$ cat config.mk
export PLATFORM = sky130hd
export DESIGN_NAME = bo_horner_flat
export DESIGN_NICKNAME = d
export VERILOG_FILES = /design/src/rtl/bo_horner_pkg.sv /design/src/rtl/bo_horner_if.sv /design/src/rtl/bo_horner_seq_mult.sv /design/src/rtl/bo_horner.sv /design/src/flat_wrapper.sv
export SDC_FILE = /design/constraint.sdc
export NUM_CORES = 1
export LEC_CHECK = 0
export CORE_ASPECT_RATIO = 1.2
export CORE_MARGIN = 2
export CORE_UTILIZATION = 52
export CTS_CLUSTER_SIZE = 20
export DETAILED_ROUTE_END_ITERATION = 10
export GPL_TIMING_DRIVEN = 1
export PLACE_DENSITY = 0.77
export SLEW_MARGIN = 0
export SYNTH_ARGS = -nofsm -noshare
export SYNTH_HDL_FRONTEND = slang
export SYNTH_SLANG_ARGS = --single-unit
$ cat constraint.sdc
create_clock -name clock -period 3.82 [get_ports clock]
set_input_delay 0.764 -clock clock [delete_from_list [all_inputs] [get_ports clock]]
set_output_delay 0.764 -clock clock [all_outputs]
set_load 0.02 [all_outputs]
$ cat src/rtl/bo_horner_pkg.sv
// Shared definitions for the Horner polynomial evaluator.
//   state_e   : control FSM states (IDLE, MUL, ADD, DONE)
//   *_DEF     : default widths and degree
//   idx_width : width of a counter able to hold 0..n-1 (minimum 1 bit)
package bo_horner_pkg;

  typedef enum logic [1:0] {
    S_IDLE = 2'd0,
    S_MUL  = 2'd1,
    S_ADD  = 2'd2,
    S_DONE = 2'd3
  } state_e;

  localparam int XW_DEF     = 10;
  localparam int W_DEF      = 16;
  localparam int DEGREE_DEF = 2;

  function automatic int idx_width(input int n);
    return (n > 1) ? $clog2(n) : 1;
  endfunction

endpackage

$ cat src/rtl/bo_horner_if.sv
// Request/response bundle of the Horner evaluator.
//   start  : request, sampled only while the evaluator is idle
//   x      : operand, latched on accept
//   coef   : flattened coefficients, c[i] at [(i+1)*W-1:i*W], latched on accept
//   busy   : evaluation in progress
//   done   : one-cycle pulse, result/ovf valid
//   result : P(x) mod 2^W, held until the next evaluation completes
//   ovf    : some intermediate value exceeded W bits
// master = requester, slave = evaluator.
interface bo_horner_if
  import bo_horner_pkg::*;
#(
  parameter int XW     = XW_DEF,
  parameter int W      = W_DEF,
  parameter int DEGREE = DEGREE_DEF
) ();

  logic                      start;
  logic [XW-1:0]             x;
  logic [(DEGREE+1)*W-1:0]   coef;
  logic                      busy;
  logic                      done;
  logic [W-1:0]              result;
  logic                      ovf;

  modport master (output start, x, coef, input busy, done, result, ovf);
  modport slave  (input start, x, coef, output busy, done, result, ovf);

endinterface

$ cat src/rtl/bo_horner_seq_mult.sv
// Iterative shift-add multiplier, one multiplier bit per step.
//   clock, reset : clock and asynchronous active-high reset
//   clr          : synchronous clear of the accumulator
//   step         : add a<<bit_idx when b[bit_idx] is set
//   a, b         : multiplicand (W bits), multiplier (XW bits)
//   bit_idx      : multiplier bit handled this step
//   acc          : full-width product accumulator (W+XW bits, cannot wrap)
module seq_mult
  import bo_horner_pkg::*;
#(
  parameter  int W  = W_DEF,
  parameter  int XW = XW_DEF,
  localparam int BW = idx_width(XW)
) (
  input  logic              clock,
  input  logic              reset,
  input  logic              clr,
  input  logic              step,
  input  logic [W-1:0]      a,
  input  logic [XW-1:0]     b,
  input  logic [BW-1:0]     bit_idx,
  output logic [W+XW-1:0]   acc
);

  logic [W+XW-1:0] r_acc;
  logic [W+XW-1:0] w_addend;

  assign w_addend = {{XW{1'b0}}, a} << bit_idx;

  // Partial-product accumulation.
  always_ff @(posedge clock or posedge reset) begin
    if (reset) begin
      r_acc <= '0;
    end else if (clr) begin
      r_acc <= '0;
    end else if (step && b[bit_idx]) begin
      r_acc <= r_acc + w_addend;
    end else begin
      r_acc <= r_acc;
    end
  end

  assign acc = r_acc;

endmodule

$ cat src/rtl/bo_horner.sv
// Polynomial evaluator P(x) = c[N]x^N + ... + c[0] using Horner's method.
// Each Horner step multiplies the running value S by x (XW shift-add cycles)
// then adds the next coefficient in one ADD cycle.
//   clock, reset : clock and asynchronous active-high reset
//   bus          : start/x/coef in, busy/done/result/ovf out (slave modport)
module bo_horner
  import bo_horner_pkg::*;
#(
  parameter int XW     = XW_DEF,
  parameter int W      = W_DEF,
  parameter int DEGREE = DEGREE_DEF
) (
  input  logic         clock,
  input  logic         reset,
  bo_horner_if.slave   bus
);

  localparam int BW = idx_width(XW);
  localparam int IW = idx_width(DEGREE);
  localparam logic [BW-1:0] BIT_LAST  = BW'(XW - 1);
  localparam logic [IW-1:0] IDX_FIRST = IW'(DEGREE - 1);

  state_e                    r_state;
  logic [XW-1:0]             r_xr;
  logic [(DEGREE+1)*W-1:0]   r_cr;
  logic [W-1:0]              r_s;
  logic [IW-1:0]             r_idx;
  logic [BW-1:0]             r_bit;
  logic                      r_ovf_run;
  logic [W-1:0]              r_result;
  logic                      r_ovf;
  logic                      r_done;

  logic [W+XW-1:0]           w_acc;
  logic [W-1:0]              w_c_idx;
  logic [W:0]                w_sum;
  logic                      w_ovf_next;
  logic                      w_accept;
  logic                      w_clr;
  logic                      w_step;

  assign w_accept = (r_state == S_IDLE) && bus.start;
  // Product is cleared when a new Horner step starts: at accept and after each ADD.
  assign w_clr    = w_accept || (r_state == S_ADD);
  assign w_step   = (r_state == S_MUL);

  assign w_c_idx    = r_cr[int'(r_idx) * W +: W];
  assign w_sum      = {1'b0, w_acc[W-1:0]} + {1'b0, w_c_idx};
  // Overflow if the product spilled above W bits or the add carried out.
  assign w_ovf_next = r_ovf_run | (|w_acc[W+XW-1:W]) | w_sum[W];

  seq_mult #(.W(W), .XW(XW)) u_mult (
    .clock   (clock),
    .reset   (reset),
    .clr     (w_clr),
    .step    (w_step),
    .a       (r_s),
    .b       (r_xr),
    .bit_idx (r_bit),
    .acc     (w_acc)
  );

  // Control FSM with the Horner registers and the registered outputs.
  always_ff @(posedge clock or posedge reset) begin
    if (reset) begin
      r_state   <= S_IDLE;
      r_xr      <= '0;
      r_cr      <= '0;
      r_s       <= '0;
      r_idx     <= '0;
      r_bit     <= '0;
      r_ovf_run <= 1'b0;
      r_result  <= '0;
      r_ovf     <= 1'b0;
      r_done    <= 1'b0;
    end else begin
      case (r_state)
        S_IDLE: begin
          r_done <= 1'b0;
          if (bus.start) begin
            r_xr      <= bus.x;
            r_cr      <= bus.coef;
            r_s       <= bus.coef[DEGREE*W +: W];
            r_idx     <= IDX_FIRST;
            r_bit     <= '0;
            r_ovf_run <= 1'b0;
            r_state   <= S_MUL;
          end else begin
            r_state   <= S_IDLE;
          end
        end
        S_MUL: begin
          if (r_bit == BIT_LAST) begin
            r_state <= S_ADD;
          end else begin
            r_bit   <= r_bit + BW'(1);
          end
        end
        S_ADD: begin
          r_s       <= w_sum[W-1:0];
          r_ovf_run <= w_ovf_next;
          if (r_idx == '0) begin
            r_result <= w_sum[W-1:0];
            r_ovf    <= w_ovf_next;
            r_done   <= 1'b1;
            r_state  <= S_DONE;
          end else begin
            r_idx    <= r_idx - IW'(1);
            r_bit    <= '0;
            r_state  <= S_MUL;
          end
        end
        S_DONE: begin
          r_done  <= 1'b0;
          r_state <= S_IDLE;
        end
        default: begin
          r_done  <= 1'b0;
          r_state <= S_IDLE;
        end
      endcase
    end
  end

  assign bus.busy   = (r_state != S_IDLE);
  assign bus.done   = r_done;
  assign bus.result = r_result;
  assign bus.ovf    = r_ovf;

endmodule

$ cat src/flat_wrapper.sv
// flat-port wrapper written by rule: the top's interface ports become plain ports
module bo_horner_flat import bo_horner_pkg::*;
#(
  parameter int XW     = XW_DEF,
  parameter int W      = W_DEF,
  parameter int DEGREE = DEGREE_DEF
)
  (clock, reset, bus_start, bus_x, bus_coef, bus_busy, bus_done, bus_result, bus_ovf);
  bo_horner_if #(.XW(XW), .W(W), .DEGREE(DEGREE)) bus_i ();
  input  logic clock;
  input  logic reset;
  input wire logic [$bits(bus_i.start)-1:0] bus_start;
  input wire logic [$bits(bus_i.x)-1:0] bus_x;
  input wire logic [$bits(bus_i.coef)-1:0] bus_coef;
  output wire logic [$bits(bus_i.busy)-1:0] bus_busy;
  output wire logic [$bits(bus_i.done)-1:0] bus_done;
  output wire logic [$bits(bus_i.result)-1:0] bus_result;
  output wire logic [$bits(bus_i.ovf)-1:0] bus_ovf;
  assign bus_i.start = bus_start;
  assign bus_i.x = bus_x;
  assign bus_i.coef = bus_coef;
  assign bus_busy = bus_i.busy;
  assign bus_done = bus_i.done;
  assign bus_result = bus_i.result;
  assign bus_ovf = bus_i.ovf;
  bo_horner #(.XW(XW), .W(W), .DEGREE(DEGREE)) u_core (.clock(clock), .reset(reset), .bus(bus_i));
endmodule
Word-level counts from Yosys, hierarchy flattened
Cells that the tools add are included.
{"block": "word_totals", "ff_bits": 126, "input_bits": 61, "out_inout_bits": 19, "elab_cells": 67}
{"block": "classes", "add_sub_neg": 4, "order_cmp": 1, "n_eq_ne": 9, "shifts": 2, "muxes": 21, "bitwise": 3, "reduce_logical": 16}
{"operator": "two-way mux 26 bit", "n": 2}
{"operator": "variable part select 48 x 6 -> 16 bit", "n": 1}
{"operator": "case mux 16 bit (2 select lines)", "n": 1}
{"operator": "adder 26 bit", "n": 1}
{"operator": "left shift 16 x 4 -> 26 bit", "n": 1}
{"operator": "adder 16 x 16 -> 17 bit", "n": 1}
{"operator": "two-way mux 16 bit", "n": 1}
{"operator": "two-way mux 4 bit", "n": 3}
{"operator": "case mux 4 bit (3 select lines)", "n": 1}
{"operator": "OR reduction 10 bit", "n": 1}
{"operator": "case mux 2 bit (4 select lines)", "n": 1}
{"operator": "AND reduction 2 bit", "n": 4}
{"operator": "nonzero test 2 bit", "n": 4}
{"operator": "two-way mux 1 bit", "n": 6}
{"operator": "!= test 2 bit (second input constant)", "n": 3}
{"operator": "case mux 1 bit (2 select lines)", "n": 3}
{"operator": "< comparator 4 x 5 -> 1 bit (second input constant)", "n": 1}
{"operator": "adder 4 x 1 -> 4 bit (second input constant)", "n": 1}
{"operator": "binary-select mux 1 bit (select 4 bit)", "n": 1}
{"operator": "equality test 2 bit (second input constant)", "n": 2}
{"operator": "equality test 4 bit (second input constant)", "n": 1}
{"operator": "two-way mux 2 bit", "n": 2}
{"operator": "!= test 2 x 1 -> 1 bit (second input constant)", "n": 2}
{"operator": "AND reduction 4 bit", "n": 1}
{"operator": "other kinds (9)", "n": 11}

Logic depth before layout (Yosys ltp)
Gate-level depths: netlist (run 1).
{"block": "logic_depth", "ltp_word": 5, "depth_mapped": 19, "ltp_nobuf": 16}

Modules after synthesis
Synthesis (run 1) repeated with hierarchy kept, for this count alone.
{"block": "unflattened", "hier_cells": 806, "hier_area_um2": 7551.0}
{"module": "bo_horner", "n_inst": 1, "cells_per_inst": 408, "area_each_um2": 4404.2}
{"module": "seq_mult", "n_inst": 1, "cells_per_inst": 398, "area_each_um2": 3146.8}

Worst setup path after synthesis (run 1)
Ideal clock, no wire load.
{"block": "synth_path", "kind": "register -> register", "from": "register u_core.r_bit[0]", "to": "register u_core.u_mult.r_acc[22] (netlist: u_core.u_mult.acc[22])", "setup_time_ps": 92, "t_arrival_ps": 3862, "path_slack_ps": -134, "stages_incl_launch_ff": 16, "period_less_slack_ps": 3954, "cell_sequence": "dfrtp_1 > buf_6 > clkbuf_1 > buf_1 > mux2i_1 > a21oi_1 > a21oi_1 > nor2_1 > ha_1 > nand3_1 > a211oi_4 > o21ai_2 > o211a_1 > or4_4 > and3_4 > o31ai_2"}
{"block": "synth_between", "elab_chain_len": 4, "elab_cells_between_ends": 8}
{"item": "start, declared", "line": "bo_horner.sv:28", "text": "logic [BW-1:0] r_bit;"}
{"item": "start signal, assigned", "line": "bo_horner.sv:96", "text": "r_bit <= r_bit + BW'(1);"}
{"item": "left shift 16 x 4 -> 26 bit or binary-select mux 1 bit (select 4 bit) (tied branches)", "line": "bo_horner_seq_mult.sv:28, bo_horner_seq_mult.sv:36"}
{"item": "adder 26 bit or two-way mux 1 bit (tied branches)", "line": "bo_horner_seq_mult.sv:37, bo_horner_seq_mult.sv:36"}
{"item": "two-way mux 26 bit or logical AND 1 bit (tied branches)", "line": "bo_horner_seq_mult.sv:36", "text": "end else if (step && b[bit_idx]) begin"}
{"item": "two-way mux 26 bit or nonzero test 2 bit (tied branches)"}
{"item": "end signal, assigned", "line": "bo_horner_seq_mult.sv:37", "text": "r_acc <= r_acc + w_addend;"}
{"item": "end signal, assigned", "line": "bo_horner_seq_mult.sv:39", "text": "r_acc <= r_acc;"}
{"item": "end, declared", "line": "bo_horner_seq_mult.sv:25", "text": "logic [W+XW-1:0] r_acc;"}
Several ways; a longest one is shown, not always the timed one. The select of a mux whose other input is x is not followed.
A chain may end at the register's enable or synchronous reset.

Worst setup path after layout (run 1)
Ends and elaborated chain as after synthesis.

==> metrics.txt, run 1 <==
total area of sequential cells 2750 µm²; diode count 0; vias in the first global route 6272; CP most frequent cell a21oi_1; DRC viols 0; status finished, final reports clean; CTS buffer count 9; largest net degree at the start of global routing 60; final setup vio count 0; Post-Syn Nets 923; core area 14200 µm²; worst vdd ir 0.570 mV; CP required 4.09 ns; Port Buf Inserts 79; cell taking the most area after synthesis dfrtp_1; initial antenna violation count 0; Avg WL per Cell 18.9 µm; dpl hpwl 15300 µm; Tmin final 3.69 ns; CTS clk-pin slew, worst paths 0.08 ns; CP Launch Type flip-flop; clock tree buffer depth 2; Achievable Freq 271 MHz; most frequent cells after synthesis dfrtp_1, nand2_1, a21oi_1, mux2_2, nor2_1; Nets 997; placement-stage cell area 8540 µm²; synthesized cell area 7480 µm²; remaining antenna violation count 0; crit-path cells buf_12, nor2b_1, a211oi_1, a21oi_1, a21oi_1, nor2_1, ha_1, nand3_1, a211oi_4, o21ai_2, o211a_1, or4_4, and3_4, o31ai_2; GRT Total Usage 0.270; post-synth top area share 0.368; CP peak stage delay 0.54 ns; worst-margin pin slew 0.784 ns; Worst slew margin 0.478; Netlist cell types 68; Inst Count DP 1051; #FFs+latches synth 110; first-pass GRT wire length 32600 µm; drt pass-1 iters 5; synth warn 0; sinks on the clock net 110; Avg Inst Size Synth 9.19 µm²; GP Congestion 0.998; Area contributors post-synth dfrtp_1, mux2_2, ha_1, a21oi_1, nand2_1; Bufs and invs on worst path 1; post-DR vias/cell 6.15; Worst Skew 0.00566 ns; Worst setup EP type flip-flop; Post-synth EDFFs 0; crit-path leading delay family compound AO/OA/AOI/OAI gates; FFs w/ async S/R, synth 1.00; multi-input logic area 4470 µm²; initial DRC count 480; Final period util 0.965; Clock Latency Late Sink 0.36 ns; Final Cell Area 8900 µm²; Hold WS 0.485 ns; LEAKAGE 3.89 nW; RSZ-0062 raised after global routing false; PwrDens 923 nW/µm²; Pins Over Slew Limit 0; TNS Setup 0 ns; die extent in y 135 µm; Post-Synthesis Cells 814; Hold Path Class flip-flop to flip-flop; crit path max fanout 27; die width 113 µm; Area growth, synth to finish 19.0%; Tot Pwr 8.21 mW; non-filler instance count after layout 1068; Max Cap Violations 0; Hold Buf Count CTS 0; most frequent cell after synthesis dfrtp_1; critical path class flip-flop to flip-flop; H-tree levels 3; Final Hold Fails 0; CTS tree done; Seq/Total Area, Yosys 0.368; final-layout fill cell count 1122; Root Driver clkbuf_16; Initial Util 0.525; count of boundary I/O pins 80; drt total wl 20200 µm; layout cells sized above 1 0.150; arrival time worst endpoint 3.96 ns; row count 48; prevailing post-synth register cell dfrtp_1; slowest library cell on the worst path or4_4; via count 6573; Die ar. 15400 µm²; global route overflow 0
==> metal layers <==
layer	track usage	up-vias	wire (µm)
met5	0	-	0
met2	0.447	228	9830
met4	0.121	0	758
met1	0.363	3155	8660
met3	0.0233	50	989
li1	-	3140	-
==> final timing paths <==
check	slack, ns	start	depth (start not counted)	to
setup / recovery	0.13	u_core.r_bit[0]	14	u_core.u_mult.acc[22]
hold / removal	0.49	u_core.bus.result[6]	2	u_core.bus.result[6]
setup reg to reg	0.13	u_core.r_bit[0]	14	u_core.u_mult.acc[22]
hold reg to reg	0.49	u_core.bus.result[6]	2	u_core.bus.result[6]
max in group asynchronous	2.23	reset	3	u_core.r_bit[0]
min in group asynchronous	0.85	reset	2	u_core.bus.result[12]
==> worst reg2reg max path: cells and delay by family (launching register included) <==
kind                       cells  cell delay, ns
AOI/OAI and AO/OA              7            1.48
adders and majority gates      1            0.38
buffers and inverters          1            0.21
DFF                            1            0.44
and+or+nand+nor                5            1.08
==> power breakdown <==
group	internal (mW)	switching, mW	leakage [nW]
combinational	2.17	2.93	2.37
sequential	1.65	0.402	1.36
clock	0.586	0.477	0.160
==> registers in the layout, indices dropped and copies added (netlist names) <==
name and count:
u_core.r_cr 32, u_core.r_state 2, u_core.r_bit 4, u_core.bus.done 1, u_core.r_s 16, u_core.r_idx 1, u_core.u_mult.acc 26, u_core.r_ovf_run 1
u_core.r_xr 10, u_core.bus.ovf 1, u_core.bus.result 16
==> logic make-up after synthesis <==
kind of cell	count (synthesis)	share of synthesized area
mux	89	0.138
simple gates	236	0.145
fa+ha+maj	48	0.0823
buf+inv	71	0.0375
compound gates	235	0.200
flops	110	0.368
xor+xnor	25	0.0293
==> stage by stage <==
step	worst slack, ns	utilization
floorplan	0.0897	-
global placement	0.142	0.600
CTS	0.0921	0.623
finish	0.133	0.625
global route	0.00965	0.625
detailed placement	0.116	0.600
==> cell usage in the layout, fill, tap and decap left out, types with 6 or more instances in the layout <==
master / Yosys / final
buf_4: 1 / 26
a211oi_1: 6 / 6
nor2_1: 61 / 61
ha_1: 46 / 46
a31oi_1: 7 / 7
o21ai_0: 51 / 50
mux2i_1: 20 / 19
clkdlybuf4s50_1: 0 / 79
a21o_1: 13 / 13
o22ai_1: 19 / 19
a21oi_1: 79 / 77
nand2_1: 84 / 83
inv_1: 26 / 25
a221oi_1: 9 / 9
o211ai_1: 7 / 7
xor2_1: 16 / 16
nand3_1: 25 / 25
nor3_1: 17 / 17
dfrtp_1: 110 / 109
nand4_1: 7 / 7
and3_1: 8 / 8
mux2_2: 64 / 64
xnor2_1: 9 / 9
clkbuf_16: 0 / 9
==> final cells by class <==
type / count / area share
flip-flops and latches: 110 / 0.310
repair buffers: 107 / 0.115
well taps: 175 / 0.0246
inverters: 27 / 0.0117
clock buffers: 9 / 0.0253
multi-input cells: 633 / 0.502
clock inverters: 7 / 0.0117
==> what timing repair did <==
action | 4_1_cts | 5_1_grt
endpoints found under the hold margin | 0 | 0
buffers inserted | 0 | 1
resized for setup | 0 | 7
endpoints found under the setup margin | 0 | 5
(Power assumes the default switching activity.)
==> run 2, diff against run 1 <==
--- a/config.mk
+++ b/config.mk
@@ -5,13 +5,14 @@
 export SDC_FILE = /design/constraint.sdc
 export NUM_CORES = 1
 export LEC_CHECK = 0
+export ABC_AREA = 1
 export CORE_ASPECT_RATIO = 1.2
 export CORE_MARGIN = 2
-export CORE_UTILIZATION = 52
-export CTS_CLUSTER_SIZE = 20
+export CORE_UTILIZATION = 53
+export CTS_CLUSTER_SIZE = 30
 export DETAILED_ROUTE_END_ITERATION = 10
 export GPL_TIMING_DRIVEN = 1
-export PLACE_DENSITY = 0.77
+export PLACE_DENSITY = 0.78
 export SLEW_MARGIN = 0
 export SYNTH_ARGS = -nofsm -noshare
 export SYNTH_HDL_FRONTEND = slang
==> metrics.txt, run 2 <==
Post-synth EDFFs 0; Area growth, synth to finish 15.0%; slowest library cell on the worst path dfrtp_1; CTS buffer count 9; clock tree buffer depth 2; Avg WL per Cell 15.6 µm; Final period util 0.865; dpl hpwl 18400 µm; CP most frequent cell nand2_1; sinks on the clock net 110; die extent in y 140 µm; Hold WS 0.482 ns; LEAKAGE 5.02 nW; initial antenna violation count 0; drt total wl 23500 µm; GP Congestion 1.02; synthesized cell area 8120 µm²; layout cells sized above 1 0.0383; worst vdd ir 0.554 mV; synth warn 0; Hold Path Class flip-flop to flip-flop; Hold Buf Count CTS 0; Post-Syn Nets 1348; most frequent cell after synthesis nand2_1; global route overflow 0; status finished, final reports clean; Seq/Total Area, Yosys 0.339; commonest non-fill, non-tap cell in the layout nand2_1; final-layout fill cell count 1442; commonest cells after routing, fill and taps aside nand2_1, inv_1, dfrtp_1; crit-path leading delay family simple AND/OR/NAND/NOR gates; Avg Inst Size Synth 6.55 µm²; Area contributors post-synth dfrtp_1, nand2_1, ha_1, inv_1, o21ai_0; crit-path cells buf_4, nor3_1, nand2_1, nor2_1, ha_1, inv_1, fa_1, inv_1, nand3_1, nand2_1, nand2_1, nand2_1, nand2_1, nand3_1, nand2_1, nand3_1, nand2_1; post-DR vias/cell 5.35; Achievable Freq 303 MHz; Initial Util 0.543; die width 117 µm; post-synth top area share 0.339; Largest register FFs 32; switching share of power 0.530; multi-input logic area 4580 µm²; #FFs+latches synth 110; Nets 1409; CP Launch Type flip-flop; Bufs and invs on worst path 3; worst-margin pin slew 0.948 ns; Post-CTS Setup Bufs 0; vias in the first global route 7715; cell taking the most area after synthesis dfrtp_1; Top reg by flops u_core.r_cr; CTS clk-pin slew, worst paths 0.08 ns; cts repair resizes 0; prevailing post-synth register cell dfrtp_1; Gate power share 0.637; via count 8080; DRC viols 0; H-tree levels 3; Worst slew margin 0.368; drt pass-1 iters 5; Final Hold Fails 0; TNS Setup 0 ns; most frequent cells after synthesis nand2_1, inv_1, dfrtp_1, nor2_1, o21ai_0; FFs w/ async S/R, synth 1.00; Port Buf Inserts 79; crit path max fanout 14; count of boundary I/O pins 80; total area of sequential cells 2750 µm²; sequential power share 0.246; row count 49; RSZ-0062 raised after global routing false; clock share of power 0.117; critical path class flip-flop to flip-flop; CP required 4.08 ns; Worst setup EP type flip-flop; Clock Latency Late Sink 0.37 ns; Pins Over Slew Limit 0; Netlist cell types 42; Int Pwr 3.93 mW; initial DRC count 581; CP peak stage delay 0.55 ns; Root Driver clkbuf_16; first-pass GRT wire length 38200 µm; PwrDens 896 nW/µm²; core area 15000 µm²; largest net degree at the start of global routing 74; arrival time worst endpoint 3.56 ns; Switching Power 4.43 mW; CTS tree done; GRT Total Usage 0.301; Worst Skew 0.0167 ns; Tmin final 3.30 ns; Post-Synthesis Cells 1239; Die ar. 16300 µm²; remaining antenna violation count 0; Max Cap Violations 0; diode count 0; final setup vio count 0
## run 2: changes by cell type in the layout (fill, tap and decap cells not counted), sizes merged, moves of 19 or more
cell   delta
nor2     +23
mux2     -64
nand3    +42
o21ai    +54
inv     +123
buf      -19
a21oi    -43
nand2   +425
## run 2: logic make-up after synthesis
kind of cell	share of synthesized area
AOI/OAI and AO/OA	0.113
xor gates and xnor gates	0.0183
adders and majority gates	0.0758
buffers and inverters	0.0965
DFF	0.339
muxes	0.00617
and+or+nand+nor	0.351
## run 2: routing by layer
metal | global-route usage | up-vias | share of wire
met3 | 0.0497 | 82 | 0.055
met4 | 0.155 | 0 | 0.054
met1 | 0.388 | 3640 | 0.43
met5 | 0 | - | 0
li1 | - | 4053 | -
met2 | 0.484 | 305 | 0.46
## run 2: layout make-up
class	count	share of cell area
repair buffers	88	0.0933
clock buffers	10	0.0256
flip-flops and latches	110	0.295
inverters	150	0.0608
well taps	204	0.0273
multi-input cells	941	0.491
clock inverters	6	0.00724
## run 2: worst paths after layout
check                                     start                     to  slack (ns)  depth (start not counted)
setup / recovery                u_core.r_bit[0]  u_core.u_mult.acc[22]        0.52                         17
hold / removal             u_core.bus.result[3]   u_core.bus.result[3]        0.48                          2
setup reg to reg                u_core.r_bit[0]  u_core.u_mult.acc[22]        0.52                         17
hold reg to reg            u_core.bus.result[3]   u_core.bus.result[3]        0.48                          2
max in group asynchronous                 reset        u_core.bus.done        2.08                          4
min in group asynchronous                 reset        u_core.r_cr[21]        0.81                          2
## run 2: metrics by stage
stage / std cells / cell area [µm²] / worst slack [ns] / utilization / total power [mW]
after CTS: 1509 / 9340 / 0.588 / 0.624 / 8.32
final: 1509 / 9340 / 0.516 / 0.624 / 8.36
after floorplan: 1239 / 8120 / 0.154 / - / 5.83
after global placement: 1493 / 9030 / 0.618 / 0.604 / 7.23
after global routing: 1509 / 9340 / 0.0995 / 0.624 / 9.11
after detailed placement: 1493 / 9030 / 0.600 / 0.604 / 7.29
## run 2: power by group through the flow
stage          logic [mW]  clock network (mW)  registers (mW)
5_1_grt              5.98                1.03            2.10
6_report             5.33               0.979            2.05
3_5_place_dp         5.24                   0            2.06
3_3_place_gp         5.17                   0            2.06
2_1_floorplan        3.85                   0            1.98
4_1_cts              5.28               0.987            2.04
## run 2: worst min-delay path: cells and delay by family (launching register included)
| family | cells | cell delay, ns |
|---|---|---|
| DFF | 1 | 0.34 |
| and+or+nand+nor | 2 | 0.11 |
==> run 3, diff against run 2 <==
--- a/config.mk
+++ b/config.mk
@@ -13,6 +13,7 @@
 export DETAILED_ROUTE_END_ITERATION = 10
 export GPL_TIMING_DRIVEN = 1
 export PLACE_DENSITY = 0.78
+export REMOVE_ABC_BUFFERS = 1
 export SLEW_MARGIN = 0
 export SYNTH_ARGS = -nofsm -noshare
 export SYNTH_HDL_FRONTEND = slang
==> metrics.txt, run 3 (synthesis gave the netlist of run 2 again) <==
first-pass GRT wire length 38200 µm; CTS buffer count 9; CTS tree done; crit path max fanout 30; Clock Latency Late Sink 0.37 ns; core area 15000 µm²; status finished, final reports clean; vias in the first global route 7669; drt pass-1 iters 5; Tmin final 3.19 ns; Largest register FFs 32; Final Hold Fails 0; worst vdd ir 0.523 mV; diode count 0; CP peak stage delay 0.65 ns; commonest cells after routing, fill and taps aside nand2_1, inv_1, dfrtp_1; Achievable Freq 314 MHz; Nets 1410; DRC viols 0; Worst Skew 0.0103 ns; TNS Setup 0 ns; Final period util 0.834; count of boundary I/O pins 80; cts repair resizes 0; LEAKAGE 5.02 nW; row count 49; Pins Over Slew Limit 0; drt total wl 23300 µm; slowest library cell on the worst path dfrtp_2; crit-path cells inv_2, o21ai_0, nand2_1, o21ai_0, mux2i_1, nand2_1, o21ai_0, ha_1, nand2_1, nor2_1, inv_1, nor3_1, nand3_1, nand3_1, nand2_1, nand3_1, nand2_1; Worst slew margin 0.502; final setup vio count 0; largest net degree at the start of global routing 75; CP required 4.08 ns; sinks on the clock net 110; Top reg by flops u_core.r_cr; CTS clk-pin slew, worst paths 0.08 ns; CP Launch Type flip-flop; RSZ-0062 raised after global routing false; die extent in y 140 µm; GRT Total Usage 0.302; commonest non-fill, non-tap cell in the layout nand2_1; GP Congestion 0.936; Hold Buf Count CTS 0; CP most frequent cell nand2_1; via count 8001; H-tree levels 3; die width 117 µm; Port Buf Inserts 79; RR Startpoint u_core.r_bit[0]; Initial Util 0.543; Bufs and invs on worst path 2; Tot Pwr 8.27 mW; global route overflow 0; clock tree buffer depth 2; Worst setup EP type flip-flop; dpl hpwl 18100 µm; Hold Startpoint u_core.r_cr[29]; arrival time worst endpoint 3.44 ns; post-DR vias/cell 5.30; worst-margin pin slew 0.748 ns; crit-path leading delay family simple AND/OR/NAND/NOR gates; final-layout fill cell count 1411; Die ar. 16300 µm²; Root Driver clkbuf_16; initial DRC count 582; initial antenna violation count 0; critical path class flip-flop to flip-flop; Area growth, synth to finish 14.9%; Hold Path Class flip-flop to flip-flop; PwrDens 886 nW/µm²; remaining antenna violation count 0; Max Cap Violations 0; Avg WL per Cell 15.4 µm; layout cells sized above 1 0.0391; Post-CTS Setup Bufs 0; Worst Setup SP u_core.r_bit[0]
[run 3: power by group]
group / internal [mW] / switching [mW]
clock network: 0.462 / 0.492
logic: 1.80 / 3.47
registers: 1.65 / 0.398
total: 3.91 / 4.36
[run 3: final cells by class]
type / count / area (µm²) / share of cell area
multi-input cells: 941 / 4580 / 0.491
well taps: 204 / 255 / 0.0274
inverters: 150 / 568 / 0.0609
repair buffers: 89 / 878 / 0.0942
clock buffers: 10 / 229 / 0.0245
clock inverters: 6 / 62.6 / 0.00671
flip-flops and latches: 110 / 2750 / 0.295
[run 3: final timing paths]
path / slack (ns) / cells after the start / to
max: 0.63 / 17 / u_core.u_mult.acc[24]
min: 0.49 / 2 / u_core.r_cr[29]
max reg2reg: 0.63 / 17 / u_core.u_mult.acc[24]
min reg2reg: 0.49 / 2 / u_core.r_cr[29]
max in group asynchronous: 2.28 / 3 / u_core.u_mult.acc[14]
min in group asynchronous: 0.76 / 2 / u_core.r_idx
[run 3: per-layer routing]
layer | GRT usage | up-vias | share of wire | wire length (µm)
met5 | 0 | - | 0 | 0
met4 | 0.131 | 0 | 0.039 | 898
met3 | 0.0370 | 53 | 0.055 | 1290
met2 | 0.485 | 253 | 0.48 | 11100
met1 | 0.408 | 3642 | 0.43 | 10000
li1 | - | 4053 | - | -
[run 3: stage by stage]
stage / area [µm²] / utilization / cells / setup slack (ns) / hold WS [ns]
after global placement: 9040 / 0.604 / 1494 / 0.260 / 0.462
after global routing: 9330 / 0.624 / 1510 / 0.202 / 0.512
after CTS: 9330 / 0.624 / 1510 / 0.344 / 0.485
after floorplan: 7900 / - / 1201 / 0.154 / 0.444
final: 9330 / 0.624 / 1510 / 0.634 / 0.485
after detailed placement: 9040 / 0.604 / 1494 / 0.382 / 0.465
[run 3: worst min-delay path, stage by stage (launching register included)]
cell     delay, ns
dfrtp_1       0.35
nand2_1       0.06
nand2_1       0.05
